--- src/rtl/mac_lane_array.sv ---
// Multi-lane signed multiply-accumulate engine: LANES parallel MACs share one job
// length and one valid/ready operand stream, and produce a saturated result vector.
module mac_lane_array #(
  parameter int LANES  = 4,
  parameter int DATA_W = 8,
  parameter int ACC_W  = 32,
  parameter int OUT_W  = 16,
  parameter int CNT_W  = 16
) (
  input  logic                      clk_i,
  input  logic                      rstn_i,
  input  logic                      clear_i,
  input  logic                      start_i,
  input  logic [CNT_W-1:0]          len_i,
  output logic                      busy_o,
  input  logic                      in_valid_i,
  output logic                      in_ready_o,
  input  logic [LANES*DATA_W-1:0]   in_act_i,
  input  logic [LANES*DATA_W-1:0]   in_wgt_i,
  output logic                      out_valid_o,
  input  logic                      out_ready_i,
  output logic [LANES*OUT_W-1:0]    out_data_o,
  output logic [LANES-1:0]          out_sat_o
);

  typedef enum logic [1:0] {IDLE = 2'd0, RUN = 2'd1, FLUSH = 2'd2, HOLD = 2'd3} state_t;

  localparam logic signed [ACC_W-1:0] SAT_MAX = {{(ACC_W-OUT_W+1){1'b0}}, {(OUT_W-1){1'b1}}};
  localparam logic signed [ACC_W-1:0] SAT_MIN = ~SAT_MAX;

  state_t             state_r;
  state_t             state_s;
  logic [CNT_W-1:0]   len_r;
  logic [CNT_W-1:0]   cnt_r;
  logic [CNT_W-1:0]   cnt_next_s;
  logic               flush_cnt_r;
  logic               prod_vld_r;
  logic               out_valid_r;
  logic               accept_s;
  logic               start_ok_s;
  logic               last_beat_s;
  logic               hs_s;
  logic               flush_done_s;

  // Returns {clipped_flag, value} for one accumulator.
  function automatic logic [OUT_W:0] clip(input logic signed [ACC_W-1:0] a);
    logic [OUT_W:0] r;
    if (a > SAT_MAX) begin
      r = {1'b1, SAT_MAX[OUT_W-1:0]};
    end else if (a < SAT_MIN) begin
      r = {1'b1, SAT_MIN[OUT_W-1:0]};
    end else begin
      r = {1'b0, a[OUT_W-1:0]};
    end
    return r;
  endfunction

  assign accept_s     = in_valid_i && (state_r == RUN);
  assign start_ok_s   = (state_r == IDLE) && start_i && (len_i != {CNT_W{1'b0}});
  assign cnt_next_s   = cnt_r + {{(CNT_W-1){1'b0}}, 1'b1};
  assign last_beat_s  = accept_s && (cnt_next_s == len_r);
  assign hs_s         = out_valid_r && out_ready_i;
  assign flush_done_s = (state_r == FLUSH) && flush_cnt_r;

  assign busy_o      = (state_r != IDLE);
  assign in_ready_o  = (state_r == RUN);
  assign out_valid_o = out_valid_r;

  // Next-state logic; clear wins over every other condition.
  always_comb begin
    state_s = state_r;
    case (state_r)
      IDLE:    state_s = start_ok_s ? RUN : IDLE;
      RUN:     state_s = last_beat_s ? FLUSH : RUN;
      FLUSH:   state_s = flush_cnt_r ? HOLD : FLUSH;
      HOLD:    state_s = hs_s ? IDLE : HOLD;
      default: state_s = IDLE;
    endcase
    if (clear_i) begin
      state_s = IDLE;
    end else begin
      state_s = state_s;
    end
  end

  // Control registers: state, job length, beat counter, flush timer, valid flags.
  always_ff @(posedge clk_i or negedge rstn_i) begin
    if (!rstn_i) begin
      state_r     <= IDLE;
      len_r       <= {CNT_W{1'b0}};
      cnt_r       <= {CNT_W{1'b0}};
      flush_cnt_r <= 1'b0;
      prod_vld_r  <= 1'b0;
      out_valid_r <= 1'b0;
    end else if (clear_i) begin
      state_r     <= IDLE;
      len_r       <= {CNT_W{1'b0}};
      cnt_r       <= {CNT_W{1'b0}};
      flush_cnt_r <= 1'b0;
      prod_vld_r  <= 1'b0;
      out_valid_r <= 1'b0;
    end else begin
      state_r     <= state_s;
      prod_vld_r  <= accept_s;
      flush_cnt_r <= (state_r == FLUSH) ? ~flush_cnt_r : 1'b0;
      // Valid rises one cycle into HOLD, after the result registers have settled.
      out_valid_r <= (state_r == HOLD) && !hs_s;
      if (start_ok_s) begin
        len_r <= len_i;
        cnt_r <= {CNT_W{1'b0}};
      end else if (accept_s) begin
        cnt_r <= cnt_next_s;
      end
    end
  end

  genvar k;
  generate
    for (k = 0; k < LANES; k++) begin : g_lane
      logic signed [DATA_W-1:0]   act_s;
      logic signed [DATA_W-1:0]   wgt_s;
      logic signed [2*DATA_W-1:0] mul_s;
      logic signed [2*DATA_W-1:0] prod_r;
      logic signed [ACC_W-1:0]    acc_r;
      logic [OUT_W:0]             clip_s;
      logic [OUT_W-1:0]           out_lane_r;
      logic                       out_sat_r;

      assign act_s  = in_act_i[k*DATA_W +: DATA_W];
      assign wgt_s  = in_wgt_i[k*DATA_W +: DATA_W];
      assign mul_s  = (2*DATA_W)'(act_s) * (2*DATA_W)'(wgt_s);
      assign clip_s = clip(acc_r);

      // Two-stage MAC: product register, then wrapping accumulate.
      always_ff @(posedge clk_i or negedge rstn_i) begin
        if (!rstn_i) begin
          prod_r <= {(2*DATA_W){1'b0}};
          acc_r  <= {ACC_W{1'b0}};
        end else if (clear_i || start_ok_s) begin
          prod_r <= {(2*DATA_W){1'b0}};
          acc_r  <= {ACC_W{1'b0}};
        end else begin
          if (accept_s) begin
            prod_r <= mul_s;
          end
          if (prod_vld_r) begin
            acc_r <= acc_r + ACC_W'(prod_r);
          end
        end
      end

      // Result register, loaded once at the end of the flush window.
      always_ff @(posedge clk_i or negedge rstn_i) begin
        if (!rstn_i) begin
          out_lane_r <= {OUT_W{1'b0}};
          out_sat_r  <= 1'b0;
        end else if (clear_i) begin
          out_lane_r <= {OUT_W{1'b0}};
          out_sat_r  <= 1'b0;
        end else if (flush_done_s) begin
          out_lane_r <= clip_s[OUT_W-1:0];
          out_sat_r  <= clip_s[OUT_W];
        end
      end

      assign out_data_o[k*OUT_W +: OUT_W] = out_lane_r;
      assign out_sat_o[k]                 = out_sat_r;
    end
  endgenerate

endmodule

--- config.mk ---
export PLATFORM = sky130hd
export DESIGN_NAME = mac_lane_array
export DESIGN_NICKNAME = d
export VERILOG_FILES = /design/src/rtl/mac_lane_array.sv
export SDC_FILE = /design/constraint.sdc
export NUM_CORES = 2
export LEC_CHECK = 0
export ABC_AREA = 1
export CORE_MARGIN = 3
export CORE_UTILIZATION = 50
export CTS_CLUSTER_DIAMETER = 50
export DETAILED_ROUTE_END_ITERATION = 12
export PLACE_DENSITY = 0.68
export SLEW_MARGIN = 20
export SYNTH_ARGS = -nofsm -noshare
export SYNTH_HDL_FRONTEND = slang
export SYNTH_SLANG_ARGS = --single-unit
--- constraint.sdc ---
create_clock -name clk_i -period 3.4 [get_ports clk_i]
set_clock_uncertainty 0.15 [all_clocks]
set_input_delay 0.51 -clock clk_i [delete_from_list [all_inputs] [get_ports clk_i]]
set_output_delay 0.51 -clock clk_i [all_outputs]
set_load 0.02 [all_outputs]
[Yosys cells after proc, flatten, opt, wreduce, memory -nomap -nowiden]
Cells that the tools add are included.
Cells by class
  $add $sub $neg: 5
  $mul: 4
  order comparisons: 8
  equal/unequal tests: 4
  multiplexer cells: 55
  bitwise logic cells: 1
  reductions and logical operators: 17
Operators with widths (number)
  16-bit two-way mux: 21
  32-bit two-way mux: 8
  17-bit two-way mux: 8
  32-bit by 16-bit adder with 32-bit output: 4
  32-bit by 16-bit greater-than comparator with 1-bit output (second input constant): 4
  32-bit by 16-bit < comparator with 1-bit output (second input constant): 4
  8-bit by 8-bit multiplier with 16-bit output: 4
  16-bit by 1-bit adder with 16-bit output (second input constant): 1
  16-bit equality test: 1
  16-bit nonzero test: 1
  1-bit two-way mux: 14
  2-bit nonzero test: 5
  2-bit case mux with 4 select lines: 1
  1-bit logical AND: 7
  2-bit two-way mux: 3
  2-bit equality test (second input constant): 2
  3-bit nonzero test: 1
  2-bit by 1-bit equality test with 1-bit output (second input constant): 1
  2-bit zero test: 1
  1-bit zero test: 1
  1-bit logical OR: 1
  1-bit NOT: 1
Storage, ports and cells
  register bits after elaboration: 297
  input bits: 86
  output and inout port bits: 71

[Longest topological paths before layout]
  depth in word-level cells: 6
  mapped depth: 22
  depth with buffers taken out: 21

[Worst setup path before layout]
OpenSTA, ideal clock, no wires.
  path kind: input -> register
  from: input in_act_i[24]
  to: register g_lane[3].prod_r[14]
  library setup time: 0.118 ns
  arrival: 4.461 ns
  required time: 3.132 ns
  path slack: -1.329 ns
  cell stages on the path: 19
  path buffers: 1
  cell sequence: clkbuf_1 -> or2_2 -> fa_1 -> fa_1 -> inv_1 -> fa_1 -> inv_1 -> fa_1 -> inv_1 -> ha_1 -> a21oi_1 -> o21ai_0 -> a21oi_1 -> o21ai_0 -> nand2_1 -> a21oi_1 -> o21ai_0 -> nand3_1 -> nand2_1
Between the ends
  cells in the longest elaborated chain, start to end: 3
RTL lines
  start: declaration: RTL line 18  | input logic [LANES*DATA_W-1:0] in_act_i,
  8-bit by 8-bit multiplier with 16-bit output: RTL line 131  | assign mul_s = (2*DATA_W)'(act_s) * (2*DATA_W)'(wgt_s);
  16-bit two-way mux: RTL line 143  | if (accept_s) begin
  16-bit two-way mux: RTL line 139  | end else if (clear_i || start_ok_s) begin
  end signal: assignment: RTL line 137  | prod_r <= {(2*DATA_W){1'b0}};
  end signal: assignment: RTL line 140  | prod_r <= {(2*DATA_W){1'b0}};
  end signal: assignment: RTL line 144  | prod_r <= mul_s;
  end: declaration: RTL line 123  | logic signed [2*DATA_W-1:0] prod_r;
Every way passes these cells. The select of a mux whose other input is x is not followed.
A chain may end at the register's enable or synchronous reset.

[Final worst setup path]
  from: input in_act_i[14]
  to: register g_lane[1].prod_r[14]
Between the ends
  cells in the longest elaborated chain, start to end: 3
RTL lines (RTL line)
  8-bit by 8-bit multiplier with 16-bit output: 131
  16-bit two-way mux: 143
  16-bit two-way mux: 139
  end signal: assignment: 137
  end signal: assignment: 140
  end signal: assignment: 144
  end: declaration: 123
Every way passes these cells. The select of a mux whose other input is x is not followed.

==> metrics.txt <==
# TYPE chip_impl_metric gauge
chip_impl_info{name="outcome",value="finished, violations left"} 1
chip_impl_info{name="violations_in_the_final_reports",value="negative setup slack"} 1
chip_impl_metric{name="placement_stage_worst_setup_slack",unit="ns"} -1.615
chip_impl_metric{name="worst_ep_required_time",unit="ns"} 3.75
chip_impl_metric{name="timing.slew.headroom",unit="%"} 22.15
chip_impl_metric{name="ys.warnings.count",unit=""} 0
chip_impl_metric{name="io-pin-count",unit=""} 157
chip_impl_metric{name="htree_levels",unit=""} 2
chip_impl_info{name="synth_area_leaders",value="sky130_fd_sc_hd__dfrtp_1 25%, sky130_fd_sc_hd__fa_1 15%, sky130_fd_sc_hd__nand2_1 12%, sky130_fd_sc_hd__ha_1 10%, sky130_fd_sc_hd__inv_1 8.9%"} 1
chip_impl_metric{name="clock_latency",unit="ns"} 0.57
chip_impl_metric{name="grt_usage",unit="%"} 25.69
chip_impl_metric{name="drt_pass1_iterations",unit=""} 5
chip_impl_metric{name="r2r_cells",unit=""} 5
chip_impl_metric{name="synth_fp_nets",unit=""} 4487
chip_impl_metric{name="synthSimpleGateAreaFrac",unit="%"} 20.93
chip_impl_metric{name="worst_setup_hold_path_clk_slew",unit="ns"} 0.06
chip_impl_metric{name="cts_buffers",unit=""} 40
chip_impl_metric{name="global_route.usage.met1",unit="%"} 35.89
chip_impl_metric{name="global_route.overflow_total",unit=""} 0
chip_impl_metric{name="power.sequential.fraction",unit="%"} 17.5
chip_impl_metric{name="grt_antenna_before_repair",unit=""} 0
chip_impl_metric{name="fraction_of_the_mapped_netlist_area_in_adder_cells",unit="%"} 25.66
chip_impl_metric{name="maxClockFrequency",unit="GHz"} 0.2544
chip_impl_metric{name="post_synth_num_cell_types",unit=""} 48
chip_impl_metric{name="power.share.clock",unit="%"} 21.2
chip_impl_metric{name="vdd_ir_drop_max",unit="mV"} 0.5199
chip_impl_metric{name="postLayoutCoreUtil",unit="%"} 65.24
chip_impl_metric{name="hold_viol_final",unit=""} 0
chip_impl_metric{name="tightest_slew",unit="ns"} 1.168
chip_impl_metric{name="route.vias.total",unit=""} 26861
chip_impl_metric{name="worstHoldPathCells",unit=""} 3
chip_impl_info{name="crit_path_start_kind",value="primary input"} 1
chip_impl_info{name="hold_path.startpoint",value="in_act_i[0]"} 1
chip_impl_metric{name="post-route-drc-count",unit=""} 0
chip_impl_metric{name="worst_ep_arrival_time",unit="ns"} 4.28
chip_impl_metric{name="drt-wirelength-per-cell",unit="um"} 15.65
chip_impl_info{name="grt_setup_unrepaired",value="yes"} 1
chip_impl_info{name="min_path_type",value="in2reg"} 1
chip_impl_info{name="endpoint_worst_hold",value="g_lane[0].prod_r[0]"} 1
chip_impl_metric{name="fillers",unit=""} 4872
chip_impl_info{name="synth_top_cell_by_area",value="sky130_fd_sc_hd__dfrtp_1"} 1
chip_impl_info{name="ys_dominant_reg_cell",value="sky130_fd_sc_hd__dfrtp_1"} 1
chip_impl_metric{name="std_cell_rows",unit=""} 87
chip_impl_info{name="timing.rr.end",value="g_lane[3].out_lane_r[14]"} 1
chip_impl_metric{name="routed_wl",unit="um"} 79590
chip_impl_metric{name="num-nets-final",unit=""} 4849
chip_impl_metric{name="clock_sink_count",unit=""} 297
chip_impl_info{name="tritoncts",value="built"} 1
chip_impl_metric{name="yosysSeqAreaShare",unit="%"} 25.43
chip_impl_metric{name="floorplan.die_area",unit="um2"} 61400
chip_impl_metric{name="first_iter_violations",unit=""} 1712
chip_impl_metric{name="timing.reg2reg.setup_slack",unit="ns"} 0.68
chip_impl_metric{name="grt_pass1_vias",unit=""} 26244
chip_impl_metric{name="die_x",unit="um"} 247.8
chip_impl_metric{name="finalMaxSlewViolations",unit=""} 0
chip_impl_metric{name="ant_nets",unit=""} 0
chip_impl_metric{name="finalSetupViolations",unit=""} 36
chip_impl_metric{name="synth.avg_cell_area",unit="um2"} 7.426
chip_impl_metric{name="numPortBuffers",unit=""} 156
chip_impl_info{name="cts_root_buf",value="sky130_fd_sc_hd__clkbuf_16"} 1
chip_impl_metric{name="dieHeight",unit="um"} 247.8
chip_impl_info{name="yosys.cell_count.top_type",value="sky130_fd_sc_hd__nand2_1"} 1
chip_impl_metric{name="power_leakage",unit="nW"} 19.07
chip_impl_metric{name="grt_first_pass_wirelength",unit="um"} 129400
chip_impl_metric{name="power",unit="mW"} 22.41
chip_impl_metric{name="synth.cell_area",unit="um2"} 29230
chip_impl_metric{name="postSynthRegisterBits",unit=""} 297
chip_impl_metric{name="post-route-worst-setup-slack",unit="ns"} -0.5314
chip_impl_info{name="end_kind",value="register"} 1
chip_impl_metric{name="part_of_the_total_power_dissipated_in_combinational_logic",unit="%"} 61.2
chip_impl_metric{name="initial_core_util",unit="%"} 51.15
chip_impl_metric{name="antenna_cells_inserted",unit=""} 0
chip_impl_metric{name="final_critical_path_share_of_the_clock_period",unit="%"} 115.6
chip_impl_info{name="reg2reg_from",value="state_r[0]"} 1
chip_impl_metric{name="synth_enable_flop_cells",unit=""} 0
chip_impl_metric{name="core_region_area",unit="um2"} 57150
chip_impl_metric{name="ys_async_sr_fraction",unit="%"} 100.0
chip_impl_metric{name="synth_largest_type_area_fraction",unit="%"} 25.43
chip_impl_metric{name="final_layout_size_suffix_gt1_share",unit="%"} 20.05
chip_impl_info{name="netlist_top_cells_count",value="938 x sky130_fd_sc_hd__nand2_1, 693 x sky130_fd_sc_hd__inv_1, 305 x sky130_fd_sc_hd__a21oi_1"} 1
chip_impl_metric{name="gpl.final_weighted_congestion",unit=""} 0.9711
chip_impl_metric{name="synth-compound-area-share",unit="%"} 14.57
chip_impl_metric{name="power_per_unit_of_standard_cell_area",unit="nW/um2"} 601.0
chip_impl_metric{name="internal_power",unit="mW"} 13.38
chip_impl_metric{name="synthMuxAreaShare",unit="%"} 0
chip_impl_metric{name="clk_path_buf_depth",unit=""} 3
chip_impl_metric{name="synth_xor_area_share",unit="%"} 2.384
chip_impl_metric{name="global_route.usage.met2",unit="%"} 42.47
chip_impl_info{name="criticalPathCategory",value="in2reg"} 1
chip_impl_info{name="main_combinational_cell_family_by_area_after_synthesis",value="adder cells"} 1
chip_impl_metric{name="maximum_number_of_pins_on_one_net_before_global_route_repair",unit=""} 74
chip_impl_metric{name="critical_path_maximum_fanout",unit=""} 5
chip_impl_metric{name="globalRouteMet3Util",unit="%"} 3.047
chip_impl_metric{name="synthToLayoutAreaGrowth",unit="%"} 27.56
chip_impl_metric{name="swShare",unit="%"} 40.30
chip_impl_metric{name="synthCells",unit=""} 3936
chip_impl_metric{name="placed_wire_length_estimate",unit="um"} 60720
chip_impl_metric{name="max-cap-violations",unit=""} 0
chip_impl_metric{name="finalWorstPathRequiredPeriod",unit="ns"} 3.931
chip_impl_metric{name="viasPerCell",unit=""} 5.281
chip_impl_info{name="busiest_layer",value="met2"} 1
chip_impl_metric{name="p_sw",unit="mW"} 9.030
[through the flow]
stage | instance area [um2] | instances | hold WS, ns | setup TNS, ns
floorplan | 30350 | 3936 | 0.06441 | -21.30
global placement | 33880 | 4968 | 0.3360 | -54.76
detailed placement | 33880 | 4968 | 0.3448 | -56.86
CTS | 36200 | 5068 | 0.2247 | -10.37
global route | 37290 | 5086 | 0.2221 | -14.85
finish | 37290 | 5086 | 0.2217 | -10.91
[power groups by stage]
| stage | Sequential, mW | Combinational, mW | Clock, mW |
|---|---|---|---|
| 3_5_place_dp | 3.98 | 10.2 | 0 |
| 2_1_floorplan | 3.89 | 6.83 | 0 |
| 3_3_place_gp | 3.98 | 10.0 | 0 |
| 6_report | 3.93 | 13.7 | 4.76 |
| 4_1_cts | 3.92 | 11.7 | 4.84 |
| 5_1_grt | 3.94 | 15.1 | 4.98 |
[critical path, stage by stage]
cell and delay, ns:
sky130_fd_sc_hd__buf_8 0.11, sky130_fd_sc_hd__nand2_4 0.06, sky130_fd_sc_hd__inv_2 0.04, sky130_fd_sc_hd__fa_1 0.54, sky130_fd_sc_hd__inv_1 0.06, sky130_fd_sc_hd__fa_1 0.52
sky130_fd_sc_hd__inv_2 0.04, sky130_fd_sc_hd__fa_1 0.52, sky130_fd_sc_hd__inv_1 0.05, sky130_fd_sc_hd__fa_1 0.49, sky130_fd_sc_hd__inv_2 0.05, sky130_fd_sc_hd__ha_4 0.31
sky130_fd_sc_hd__nand2_1 0.12, sky130_fd_sc_hd__nor2_4 0.12, sky130_fd_sc_hd__a21oi_2 0.08, sky130_fd_sc_hd__o21ai_2 0.17, sky130_fd_sc_hd__nand2_2 0.08, sky130_fd_sc_hd__a21oi_2 0.16
sky130_fd_sc_hd__nor2_1 0.06, sky130_fd_sc_hd__nand2_1 0.05, sky130_fd_sc_hd__nand3_1 0.07, sky130_fd_sc_hd__nand2_1 0.08
[sequential cells by signal, summed over array words and instances (netlist names)]
signal / count
g_lane.acc_r: 128
prod_vld_r: 1
state_r: 2
g_lane.prod_r: 64
out_valid_o: 1
len_r: 16
cnt_r: 16
flush_cnt_r: 1
g_lane.out_lane_r: 64
g_lane.out_sat_r: 4
[routing by layer]
| layer | vias up | routed length (um) |
|---|---|---|
| met5 | - | 0 |
| met4 | 0 | 1862 |
| met3 | 124 | 3785 |
| met2 | 573 | 37320 |
| met1 | 12812 | 36620 |
| li1 | 13352 | - |
[cells by family (layout without fill, tap and decap cells)]
logic type / after synthesis / after routing
AND/OR/NAND/NOR: 1479 / 1479
buffers and inverters: 834 / 1228
AO/OA/AOI/OAI: 783 / 783
adder cells (fa/ha/maj): 465 / 465
flip-flops: 297 / 297
XOR/XNOR: 78 / 78
[how the worst max path moves through the flow]
stage,depth (start not counted),slack [ns],startpoint,to
final,22,-0.53,in_act_i[14],g_lane[1].prod_r[14]
after global placement,21,-1.54,in_act_i[23],g_lane[2].prod_r[14]
after global routing,21,-0.73,in_wgt_i[23],g_lane[2].prod_r[14]
after detailed placement,21,-1.61,in_act_i[23],g_lane[2].prod_r[14]
after CTS,22,-0.55,in_act_i[15],g_lane[1].prod_r[15]
after floorplan,22,-0.90,in_act_i[11],g_lane[1].prod_r[14]
[layout by cell type (no fill, tap or decap), drive strengths merged, types with 2 or more instances in the layout]
| cell | instances |
|---|---|
| a211oi | 5 |
| a21boi | 6 |
| a21o | 6 |
| a21oi | 306 |
| a22o | 25 |
| a31o | 3 |
| a31oi | 12 |
| a32o | 4 |
| buf | 358 |
| bufinv | 9 |
| clkbuf | 62 |
| clkdlybuf4s50 | 91 |
| clkinv | 5 |
| clkinvlp | 2 |
| dfrtp | 297 |
| fa | 224 |
| ha | 241 |
| inv | 700 |
| nand2 | 942 |
| nand3 | 179 |
| nand3b | 5 |
| nand4 | 37 |
| nor2 | 242 |
| nor3 | 36 |
| nor3b | 3 |
| nor4 | 28 |
| o211a | 5 |
| o211ai | 7 |
| o21a | 14 |
| o21ai | 358 |
| o21bai | 9 |
| o221ai | 3 |
| o22ai | 10 |
| o31ai | 6 |
| o41ai | 3 |
| or2 | 7 |
| xnor2 | 44 |
| xor2 | 33 |
[final cells by class]
class / instances / area (um2) / share of cell area, %
Tap cell: 756 / 945.9 / 2.537
Multi-Input combinational cell: 2805 / 20460 / 54.88
Timing Repair Buffer: 455 / 4279 / 11.48
Clock buffer: 57 / 1176 / 3.154
Sequential cell: 297 / 7432 / 19.93
Clock inverter: 17 / 336.6 / 0.9027
Inverter: 699 / 2655 / 7.121
[what timing repair did]
action / CTS / global route
gates resized for setup: 520 / 308
setup endpoints to repair: 44 / 41
hold buffers: 1 / 0
endpoints found under the hold margin: 65 / 0
buffers inserted: 31 / 30
pin swaps: 259 / 240
(Power assumes the default switching activity.)
